$ cat src/rtl/bcd_serial_subtractor_pkg.sv
// Shared definitions for the serial packed-BCD subtractor.
package bcd_serial_subtractor_pkg;

  localparam int unsigned BCD_W     = 4;
  localparam int unsigned BCD_MAX   = 9;
  localparam int unsigned BCD_RADIX = 10;

  typedef enum logic [1:0] {
    IDLE = 2'd0,
    CALC = 2'd1,
    DONE = 2'd2
  } state_t;

  // True when a nibble holds a legal decimal digit.
  function automatic logic bcd_valid(input logic [BCD_W-1:0] digit);
    return (digit <= BCD_W'(BCD_MAX));
  endfunction

endpackage

$ cat src/rtl/bcd_digit_sub.sv
// Combinational single-digit BCD subtract cell: d = x - y - bi with decimal borrow.
module bcd_digit_sub
  import bcd_serial_subtractor_pkg::*;
(
  input  logic [BCD_W-1:0] i_x,
  input  logic [BCD_W-1:0] i_y,
  input  logic             i_bi,
  output logic [BCD_W-1:0] o_d,
  output logic             o_bo
);

  logic signed [BCD_W:0] w_t;
  logic signed [BCD_W:0] w_adj;

  // Signed difference; a negative result is folded back into 0..9 by adding the radix.
  always_comb begin
    w_t   = $signed({1'b0, i_x}) - $signed({1'b0, i_y}) - $signed({{BCD_W{1'b0}}, i_bi});
    w_adj = w_t + $signed((BCD_W + 1)'(BCD_RADIX));
    o_bo  = w_t[BCD_W];
    o_d   = w_t[BCD_W] ? w_adj[BCD_W-1:0] : w_t[BCD_W-1:0];
  end

endmodule

$ cat src/rtl/bcd_serial_subtractor.sv
// Multi-digit packed-BCD subtractor, one digit per clock, LSD first, start/busy/done handshake.
module bcd_serial_subtractor
  import bcd_serial_subtractor_pkg::*;
#(
  parameter int unsigned DIGITS = 4
) (
  input  logic                      i_clk,
  input  logic                      i_rst,
  input  logic                      i_start,
  input  logic [BCD_W*DIGITS-1:0]   i_a,
  input  logic [BCD_W*DIGITS-1:0]   i_b,
  input  logic                      i_bin,
  output logic [BCD_W*DIGITS-1:0]   o_diff,
  output logic                      o_bout,
  output logic                      o_err,
  output logic                      o_busy,
  output logic                      o_done
);

  localparam int unsigned IDX_W = (DIGITS > 1) ? $clog2(DIGITS) : 1;
  localparam logic [IDX_W-1:0] LAST_IDX = IDX_W'(DIGITS - 1);

  state_t                    r_state;
  logic [BCD_W*DIGITS-1:0]   r_a;
  logic [BCD_W*DIGITS-1:0]   r_b;
  logic [BCD_W*DIGITS-1:0]   r_diff;
  logic [IDX_W-1:0]          r_idx;
  logic                      r_borrow;
  logic                      r_bout;
  logic                      r_err;
  logic                      r_busy;
  logic                      r_done;

  logic                      w_ops_ok;
  logic [BCD_W-1:0]          w_x;
  logic [BCD_W-1:0]          w_y;
  logic [BCD_W-1:0]          w_d;
  logic                      w_bo;

  // Validate every digit of the live operands; only consulted when a start is accepted.
  always_comb begin
    w_ops_ok = 1'b1;
    for (int i = 0; i < int'(DIGITS); i++) begin
      if (!bcd_valid(i_a[i*BCD_W +: BCD_W]) || !bcd_valid(i_b[i*BCD_W +: BCD_W])) begin
        w_ops_ok = 1'b0;
      end
    end
  end

  // Select the current digit pair from the latched operands.
  always_comb begin
    w_x = r_a[r_idx*BCD_W +: BCD_W];
    w_y = r_b[r_idx*BCD_W +: BCD_W];
  end

  bcd_digit_sub u_digit (
    .i_x  (w_x),
    .i_y  (w_y),
    .i_bi (r_borrow),
    .o_d  (w_d),
    .o_bo (w_bo)
  );

  // Control FSM with registered outputs; busy mirrors the CALC state, done is a one-cycle pulse.
  always_ff @(posedge i_clk or posedge i_rst) begin
    if (i_rst) begin
      r_state  <= IDLE;
      r_a      <= '0;
      r_b      <= '0;
      r_diff   <= '0;
      r_idx    <= '0;
      r_borrow <= 1'b0;
      r_bout   <= 1'b0;
      r_err    <= 1'b0;
      r_busy   <= 1'b0;
      r_done   <= 1'b0;
    end else begin
      r_done <= 1'b0;
      unique case (r_state)
        IDLE: begin
          if (i_start) begin
            r_a    <= i_a;
            r_b    <= i_b;
            r_diff <= '0;
            r_bout <= 1'b0;
            r_idx  <= '0;
            if (!w_ops_ok) begin
              r_err   <= 1'b1;
              r_busy  <= 1'b0;
              r_state <= DONE;
            end else begin
              r_err    <= 1'b0;
              r_borrow <= i_bin;
              r_busy   <= 1'b1;
              r_state  <= CALC;
            end
          end
        end
        CALC: begin
          r_diff[r_idx*BCD_W +: BCD_W] <= w_d;
          r_borrow                     <= w_bo;
          if (r_idx == LAST_IDX) begin
            r_bout  <= w_bo;
            r_busy  <= 1'b0;
            r_state <= DONE;
          end else begin
            r_idx <= r_idx + IDX_W'(1);
          end
        end
        DONE: begin
          r_done  <= 1'b1;
          r_state <= IDLE;
        end
        default: begin
          r_state <= IDLE;
        end
      endcase
    end
  end

  assign o_diff = r_diff;
  assign o_bout = r_bout;
  assign o_err  = r_err;
  assign o_busy = r_busy;
  assign o_done = r_done;

endmodule

$ cat config.mk
export PLATFORM = sky130hd
export DESIGN_NAME = bcd_serial_subtractor
export DESIGN_NICKNAME = d
export VERILOG_FILES = /design/src/rtl/bcd_serial_subtractor_pkg.sv /design/src/rtl/bcd_digit_sub.sv /design/src/rtl/bcd_serial_subtractor.sv
export SDC_FILE = /design/constraint.sdc
export NUM_CORES = 1
export LEC_CHECK = 0
export CORE_ASPECT_RATIO = 0.9
export CORE_MARGIN = 2
export CORE_UTILIZATION = 53
export CTS_BUF_LIST = sky130_fd_sc_hd__clkbuf_8
export CTS_CLUSTER_DIAMETER = 30
export DETAILED_ROUTE_END_ITERATION = 8
export PLACE_DENSITY = 0.93
export SETUP_SLACK_MARGIN = 0.3
export SYNTH_ARGS = -nofsm -noshare
export SYNTH_HDL_FRONTEND = slang
export SYNTH_SLANG_ARGS = --single-unit
$ cat constraint.sdc
create_clock -name i_clk -period 4.4 [get_ports i_clk]
set_clock_uncertainty 0.2 [all_clocks]
set_input_delay 0.88 -clock i_clk [delete_from_list [all_inputs] [get_ports i_clk]]
set_output_delay 0.88 -clock i_clk [all_outputs]
set_load 0.005 [all_outputs]
-- Yosys cells after proc, flatten, opt, wreduce, memory -nomap -nowiden
Cells that the tools add are included.
- bits in registers: 57
- output and inout bits: 20
- logic and storage cells: 81
- input bits: 36
- magnitude comparators: 8
- shift-type cells: 4
- muxes and demuxes: 27
- add/subtract/negate cells: 5
- reduce and logical (&&, ||, !) cells: 20
- equality and inequality tests: 7
- operator list (cell ; number):
    4-bit negator with 34-bit output ; 1
    4-bit by 34-bit variable shift with 16-bit output (first input constant) ; 1
    4-bit by 34-bit indexed part select with 16-bit output ; 1
    4-bit less-or-equal comparator (second input constant) ; 8
    16-bit case mux with 2 select lines ; 1
    16-bit by 5-bit indexed part select with 4-bit output ; 2
    16-bit bitwise mux ; 1
    16-bit two-way mux ; 1
    1-bit two-way mux ; 13
    2-bit two-way mux ; 5
    3-bit AND reduction ; 3
    1-bit zero test ; 8
    2-bit != test (second input constant) ; 4
    2-bit case mux with 2 select lines ; 2
    1-bit case mux with 2 select lines ; 3
    2-bit AND reduction ; 3
    4-bit by 4-bit subtractor with 5-bit output ; 1
    5-bit by 2-bit subtractor with 5-bit output ; 1
    4-bit adder (second input constant) ; 1
    2-bit == test (second input constant) ; 2
    1-bit logical OR ; 4
    4-bit two-way mux ; 1
    2-bit by 1-bit adder with 2-bit output (second input constant) ; 1
    2-bit by 1-bit == test with 1-bit output (second input constant) ; 1
    2 further kinds ; 2

-- Longest topological paths before layout
Gate-level depths: netlist of the first run.
- depth in word-level cells: 10
- gate-level depth with buffers: 12
- mapped depth without buffers: 10

-- Hierarchy
A second synthesis of the first run with hierarchy kept.
- cell total of the unflattened synthesis: 216
- area, all modules: 2815.2 sq um
- modules (own cells, without submodules) (module ; seq. area each (sq um) ; area an instance (sq um) ; instances ; cells an instance):
    bcd_serial_subtractor ; 1426.4 ; 2541.2 ; 1 ; 184
    bcd_digit_sub ; 0.0 ; 274.0 ; 1 ; 32

-- Least setup slack after synthesis of the first run
OpenSTA, ideal clock, no wires.
- kind: register -> register
- start point: reg r_idx[0]
- end point: reg r_diff[10] (netlist: o_diff[10])
- buffers on the path: 2
- clock period less this slack: 3420 ps
- path slack: 980 ps
- required time: 4068 ps
- cell stages (with the launch flop): 11
- setup time: 132 ps
- arrival time: 3087 ps
- path through: dfrtp_1 -> buf_2 -> mux4_2 -> fa_1 -> fa_1 -> nand2b_1 -> a211o_1 -> and2_1 -> clkbuf_1 -> mux2i_1 -> o21ai_0
- cells in the longest elaborated chain, start to end: 8
- elaborated cells between the ends (all ways): 11
- classes of those cells: 4 x add/sub; 4 x shift; 3 x mux
- RTL lines (item ; RTL line ; text):
    from (decl) ; bcd_serial_subtractor.sv:27 ; logic [IDX_W-1:0] r_idx;
    from (signal assigned) ; bcd_serial_subtractor.sv:107 ; r_idx <= r_idx + IDX_W'(1);
    16-bit by 5-bit indexed part select with 4-bit output, on equally long branches ; bcd_serial_subtractor.sv:52, bcd_serial_subtractor.sv:53 ;
    4-bit by 4-bit subtractor with 5-bit output ; bcd_digit_sub.sv:17 ; w_t = $signed({1'b0, i_x}) - $signed({1'b0, i_y}) - $signed({{BCD_W{1'b0}}, i_bi});
    5-bit by 2-bit subtractor with 5-bit output ; bcd_digit_sub.sv:17 ;
    4-bit adder ; bcd_digit_sub.sv:18 ; w_adj = w_t + $signed((BCD_W + 1)'(BCD_RADIX));
    4-bit two-way mux ; bcd_digit_sub.sv:20 ; o_d = w_t[BCD_W] ? w_adj[BCD_W-1:0] : w_t[BCD_W-1:0];
    4-bit by 34-bit indexed part select with 16-bit output ; bcd_serial_subtractor.sv:100 ; r_diff[r_idx*BCD_W +: BCD_W] <= w_d;
    16-bit bitwise mux (*) ; bcd_serial_subtractor.sv:100 ;
    16-bit case mux with 2 select lines (*) ; bcd_serial_subtractor.sv:79 ; unique case (r_state)
    to (signal, indexed assignment) ; bcd_serial_subtractor.sv:100 ;
    to (decl) ; bcd_serial_subtractor.sv:26 ; logic [BCD_W*DIGITS-1:0] r_diff;
Mark *: on every way between the ends. The rest lies on a longest branch, timed or not.
A chain may end at the register's enable or synchronous reset.

-- Worst setup path in the final report of the first run
- start point: reg r_idx[1]
- end point: reg r_diff[10] (netlist: o_diff[10])
The elaborated chain is that of the path after synthesis.

==> qor.csv, run 1 <==
metric,value,unit
n_diodes,0,
share of cells above drive strength 1,0.218,
reported max-cap violation count,0,
CP max stage cell,dfrtp_1,
initial core utilization,0.553,
P&R area growth vs syn,30.1,%
post-cts gate resize count,0,
post-synthesis cell count,216,
# hold bufs at CTS,0,
Routed WL,5900,µm
Die Area,5660,µm²
main combinational cell family by area after synthesis,multiplexers,
vias per cell,5.62,
CTS max path bufs,2,
P per Cell Area,472,nW/µm²
core area,4860,µm²
critical-path cell list,mux4_2 -> fa_1 -> fa_1 -> nand2b_1 -> a211o_1 -> and2_1 -> mux2i_1 -> o21ai_0,
Die W,79.1,µm
Die Height,71.6,µm
DRT Pass-1 Iters,4,
first-pass GRT wire length,9900,µm
Yosys Warn Count,0,
CTS tree,built,
f_max,0.298,GHz
commonest cells in the netlist,"dfrtp_1 (57), mux2_2 (33), o21ai_0 (22), nand2_1 (20), inv_1 (11)",
Post-Syn Area,2690,µm²
"Async S/R FF share, synth",1.00,
Final setup viols,0,
Synth Area in Compound Gates,0.0819,
status,"complete, no violations",
CP Data Required Time,4.41,ns
IO buf count,55,
Avg Inst Size Synth,12.4,µm²
Slew Limit Headroom,0.230,
unrepaired setup endpoints after global routing,false,
fin. max-slew vios,0,
Tcrit/Tclk final,0.762,
placed cell areas,3300,µm²
post-route DRC violation count,0,
post-synthesis mux area share,0.209,
Nets,323,
Crit path largest cell delay,0.63,ns
Post-synth EDFFs,0,
post-route cell area,3500,µm²
worst-path fanout max,12,
1st-iter DRT viols,123,
crit path kind,reg2reg,
post-synth top area share,0.530,
crit path capture type,flip-flop,
Post-DP HPWL,4380,µm
worst hold path class,reg2reg,
setup TNS,0,ns
pin count of the biggest net entering global routing,58,
Rows,24,
syn nets,263,
min Tclk post-route,3.35,ns
worst-margin pin slew,1.15,ns
initial antenna violation count,0,
CTS buffer count,9,
Post-Synth Simple-Gate Area,0.0758,
num ports,56,
Routability Congestion,0.888,
Lkg Pwr,1.49,nW
htree depth,3,
Crit path top cell by count,fa_1,
Setup Buffers After CTS,0,
clock root cell,clkbuf_8,
Vias,1940,
Seq cells post-synth,57,
ys flop type,dfrtp_1,
clk_lat worst skew,0.33,ns
final hold vios,0,
global router's overall resource usage,0.235,
top post-synthesis cells by area,"dfrtp_1 (53%), mux2_2 (14%), mux4_2 (6.7%), ha_1 (4.2%), o21ai_0 (4.1%)",
peak supply drop,0.000308,V
Sink Count,57,
vias in the first global route,2078,
Synth Area in XOR/XNOR,0.0158,
adder-cell share of the synthesized area,0.0568,
Congestion Overflow GR,0,
CP Launch Type,flip-flop,
Unique masters post-synth,32,
sequential share of the synthesized area,0.530,
WL/cell,17.1,µm
most common cell in the synthesized netlist,dfrtp_1,
crit path DAT,3.36,ns
dominant cell type by area after synthesis,dfrtp_1,
"Clk pin slew, worst setup/hold paths",0.06,ns
remaining antenna violation count,0,
-- stage by stage --
step / power, W / util / setup WS [ns] / hold slack, ns / std cells
floorplan: 0.00102 / - / 0.980 / 0.260 / 216
global placement: 0.00114 / 0.679 / 1.19 / 0.262 / 330
detailed placement: 0.00117 / 0.679 / 1.08 / 0.272 / 330
CTS: 0.00166 / 0.719 / 1.06 / 0.286 / 345
global route: 0.00175 / 0.719 / 0.899 / 0.300 / 345
finish: 0.00165 / 0.719 / 1.05 / 0.283 / 345
-- report_power, final --
part	switching, W	internal [W]	total, W	leakage, nW
Combinational	0.000271	0.000256	0.000526	0.672
Clock	0.000196	0.000285	0.000481	0.106
Sequential	0.0000452	0.000598	0.000643	0.711
-- routing by layer --
metal	wire [µm]	up-vias	global-route usage
li1	-	886	-
met1	2430	959	0.290
met2	2980	79	0.395
met3	338	16	0.0516
met4	156	0	0.113
met5	0	-	0
-- sequential cells by signal, summed over array words and instances (netlist names), 2 cells and up --
name     cells
r_state      2
r_idx        2
o_diff      16
r_b         16
r_a         16
-- area by class of cell --
| class | instances | area (µm²) |
|---|---|---|
| Clock buffer | 11 | 151 |
| Clock inverter | 4 | 43.8 |
| Fill cell | 354 | 1370 |
| Inverter | 11 | 41.3 |
| Multi-Input combinational cell | 140 | 1190 |
| Sequential cell | 57 | 1430 |
| Tap cell | 65 | 81.3 |
| Timing Repair Buffer | 57 | 566 |
-- cell families after synthesis --
kind of cell	Yosys count
flip-flops	57
AND/OR/NAND/NOR	44
multiplexers	42
AO/OA/AOI/OAI	39
buffers and inverters	19
adder cells (fa/ha/maj)	11
XOR/XNOR	4
-- worst max-delay path, delay by kind of cell (launching register included) --
family / cells / cell delay [ns]
simple gates: 2 / 0.40
compound gates: 2 / 0.44
flops: 1 / 0.63
fa+ha+maj: 2 / 0.87
mux: 2 / 0.66
-- layout by cell type (no fill, tap or decap), types with 2 or more instances in the layout --
cell / n
dfrtp_1: 57
a31oi_1: 2
o21ai_0: 22
nand3_1: 2
and2_1: 2
ha_1: 9
inv_1: 11
xor2_1: 2
nor2b_1: 3
nand4_1: 4
nand2_1: 20
clkinv_2: 2
mux2_2: 33
fa_1: 2
mux4_2: 8
nor2_1: 7
a21oi_1: 5
clkdlybuf4s50_1: 55
nand2b_1: 4
clkbuf_8: 11
buf_4: 2
o21ai_1: 3
-- worst paths after layout --
kind,startpoint,cells after the start,slack [ns],endpoint
max reg2reg,r_idx[1],8,1.05,o_diff[10]
min reg2reg,o_diff[0],2,0.28,o_diff[0]
max in group asynchronous,i_rst,2,2.33,r_b[5]
max,r_idx[1],8,1.05,o_diff[10]
min in group asynchronous,i_rst,2,0.97,o_diff[15]
min,o_diff[0],2,0.28,o_diff[0]
Power figures use the tool's default switching activity.
==> inputs of run 2 (changes only) <==
CORE_UTILIZATION = 48   (was 53)
PLACE_DENSITY = 0.9   (was 0.93)
clock period = 2.8 ns   (was 4.4 ns; I/O delays follow)
==> run 2 against run 1 <==
Against the previous run:
- the flow now finishes with violations (negative setup slack)
- maximum frequency increased by 11%
- register-to-register slack got worse by 1.3 ns
- non-clock buffer count increased by 17
- final area increased by 7.7%
- global-route usage decreased by 2.1 points
- hold slack improved by 0.0015 ns
- count of clock-buffer cells in the layout increased by 1
==> qor.csv, run 2 (synthesized netlist as in run 1, its figures left out) <==
metric,value,unit
critical-path cell list,mux4_2 -> fa_2 -> fa_2 -> nand2b_4 -> a211o_1 -> and2_4 -> buf_6 -> o31ai_4,
n_diodes,0,
Net Sw Power,0.000999,W
CP Launch Type,flip-flop,
endpoint of the worst hold path,o_diff[4],
num ports,56,
initial core utilization,0.506,
critical hold path startpoint,o_diff[4],
min Tclk post-route,3.02,ns
status,"finished, violations left",
reg2reg start,r_idx[0],
Tcrit/Tclk final,1.08,
Vias,1993,
CTS max path bufs,2,
# hold bufs at CTS,0,
Congestion Overflow GR,0,
initial antenna violation count,0,
final hold vios,0,
worst-path fanout max,3,
global router's overall resource usage,0.214,
core area,5320,µm²
Die Height,75.0,µm
R2R cell count,8,
Routed WL,6260,µm
Sink Count,57,
Storage cell area,1430,µm²
htree depth,3,
vias in the first global route,2103,
fin. max-slew vios,0,
R2R Setup Slk,-0.22,ns
Final setup viols,14,
clk_lat worst skew,0.34,ns
worst-margin pin slew,0.634,ns
setup TNS,-2.43,ns
crit path DAT,3.06,ns
Lkg Pwr,1.61,nW
share of cells above drive strength 1,0.309,
1st-iter DRT viols,150,
Crit path top cell by count,fa_2,
Routability Congestion,0.802,
Critical R2R Capture,o_bout,
"Clk pin slew, worst setup/hold paths",0.07,ns
P per Cell Area,808,nW/µm²
Crit path largest cell delay,0.56,ns
f_max,0.332,GHz
CP Data Required Time,2.84,ns
IO buf count,55,
violated checks,negative setup slack,
P&R area growth vs syn,40.1,%
Net Sw Frac,0.328,
Post-DP HPWL,4440,µm
CTS buffer count,9,
Final Worst Setup Slack,-0.216,ns
most frequent cells in the layout,"dfrtp_1 (57), clkdlybuf4s50_1 (55), mux2_2 (33), nand2_1 (20), buf_4 (15)",
vias per cell,5.46,
Die Area,6220,µm²
Min Hold Slack,0.284,ns
Multi-input gate area,1280,µm²
Slew Limit Headroom,0.576,
register share of total power,0.331,
Filler cells,362,
Comb pwr share,0.410,
Nets,340,
Die W,82.9,µm
P_int,0.00205,W
Hold Path Depth,2,
Top Family by Delay on Critical Path,adder cells,
reported max-cap violation count,0,
DRT Pass-1 Iters,4,
remaining antenna violation count,0,
crit path capture type,flip-flop,
CP max stage cell,mux4_2,
first-pass GRT wire length,10100,µm
post-route DRC violation count,0,
pin count of the biggest net entering global routing,38,
clock share of power,0.260,
clock root cell,clkbuf_8,
CP bufs+invs,1,
WL/cell,17.2,µm
unrepaired setup endpoints after global routing,true,
worst hold path class,reg2reg,
"most common cell after layout, fill and taps aside",dfrtp_1,
Rows,25,
peak supply drop,0.000480,V
crit path kind,reg2reg,
CTS tree,built,
## run 2: power by group through the flow
stage	clock network [W]	registers [W]	logic, W
global placement	0	0.00101	0.000930
CTS	0.000800	0.00101	0.00113
finish	0.000790	0.00101	0.00125
detailed placement	0	0.00102	0.000975
floorplan	0	0.000991	0.000670
global route	0.000846	0.00102	0.00133
## run 2: area by class of cell
class	count	area share
clock inverter	4	0.0113
multi-input combinational	140	0.340
sequential	57	0.379
clock buffer	12	0.0438
inverter	11	0.0110
timing repair buffer	74	0.193
tap	67	0.0223
## run 2: how the worst max path moves through the flow
stage | startpoint | slack [ns] | cells past startpoint | to
after global routing | r_idx[0] | -0.28 | 8 | o_diff[2]
after detailed placement | r_idx[0] | -0.31 | 10 | o_diff[9]
after floorplan | r_idx[0] | -0.31 | 10 | o_diff[10]
final | r_idx[0] | -0.22 | 8 | o_bout
after CTS | r_idx[0] | -0.18 | 8 | o_diff[1]
after global placement | r_idx[0] | -0.12 | 10 | o_diff[13]
## run 2: timing repair
item	in CTS	in global routing
cloned	0	0
setup endpoints to repair	14	14
endpoints found under the hold margin	0	0
pin swaps	5	5
buffers inserted	2	2
resized for setup	13	9
## run 2: through the flow
stage	worst slack, ns	instances	utilization	cell area, µm²	total power (W)
floorplan	-0.314	216	-	2710	0.00166
global placement	-0.119	345	0.647	3440	0.00194
detailed placement	-0.305	345	0.647	3440	0.00199
CTS	-0.185	363	0.697	3710	0.00294
global route	-0.284	365	0.708	3770	0.00319
finish	-0.216	365	0.708	3770	0.00305
## run 2: worst min-delay path, cell delays in order (launching register included)
cell and delay, ns:
dfrtp_1 0.35, nand2_1 0.05, o21ai_0 0.06
## run 2: metal layers
| metal | GRT usage | vias to the layer above | part of all wire |
|---|---|---|---|
| li1 | - | 919 | - |
| met1 | 0.248 | 992 | 0.42 |
| met2 | 0.392 | 73 | 0.52 |
| met3 | 0.0548 | 9 | 0.051 |
| met4 | 0.0801 | 0 | 0.015 |
| met5 | 0 | - | 0 |
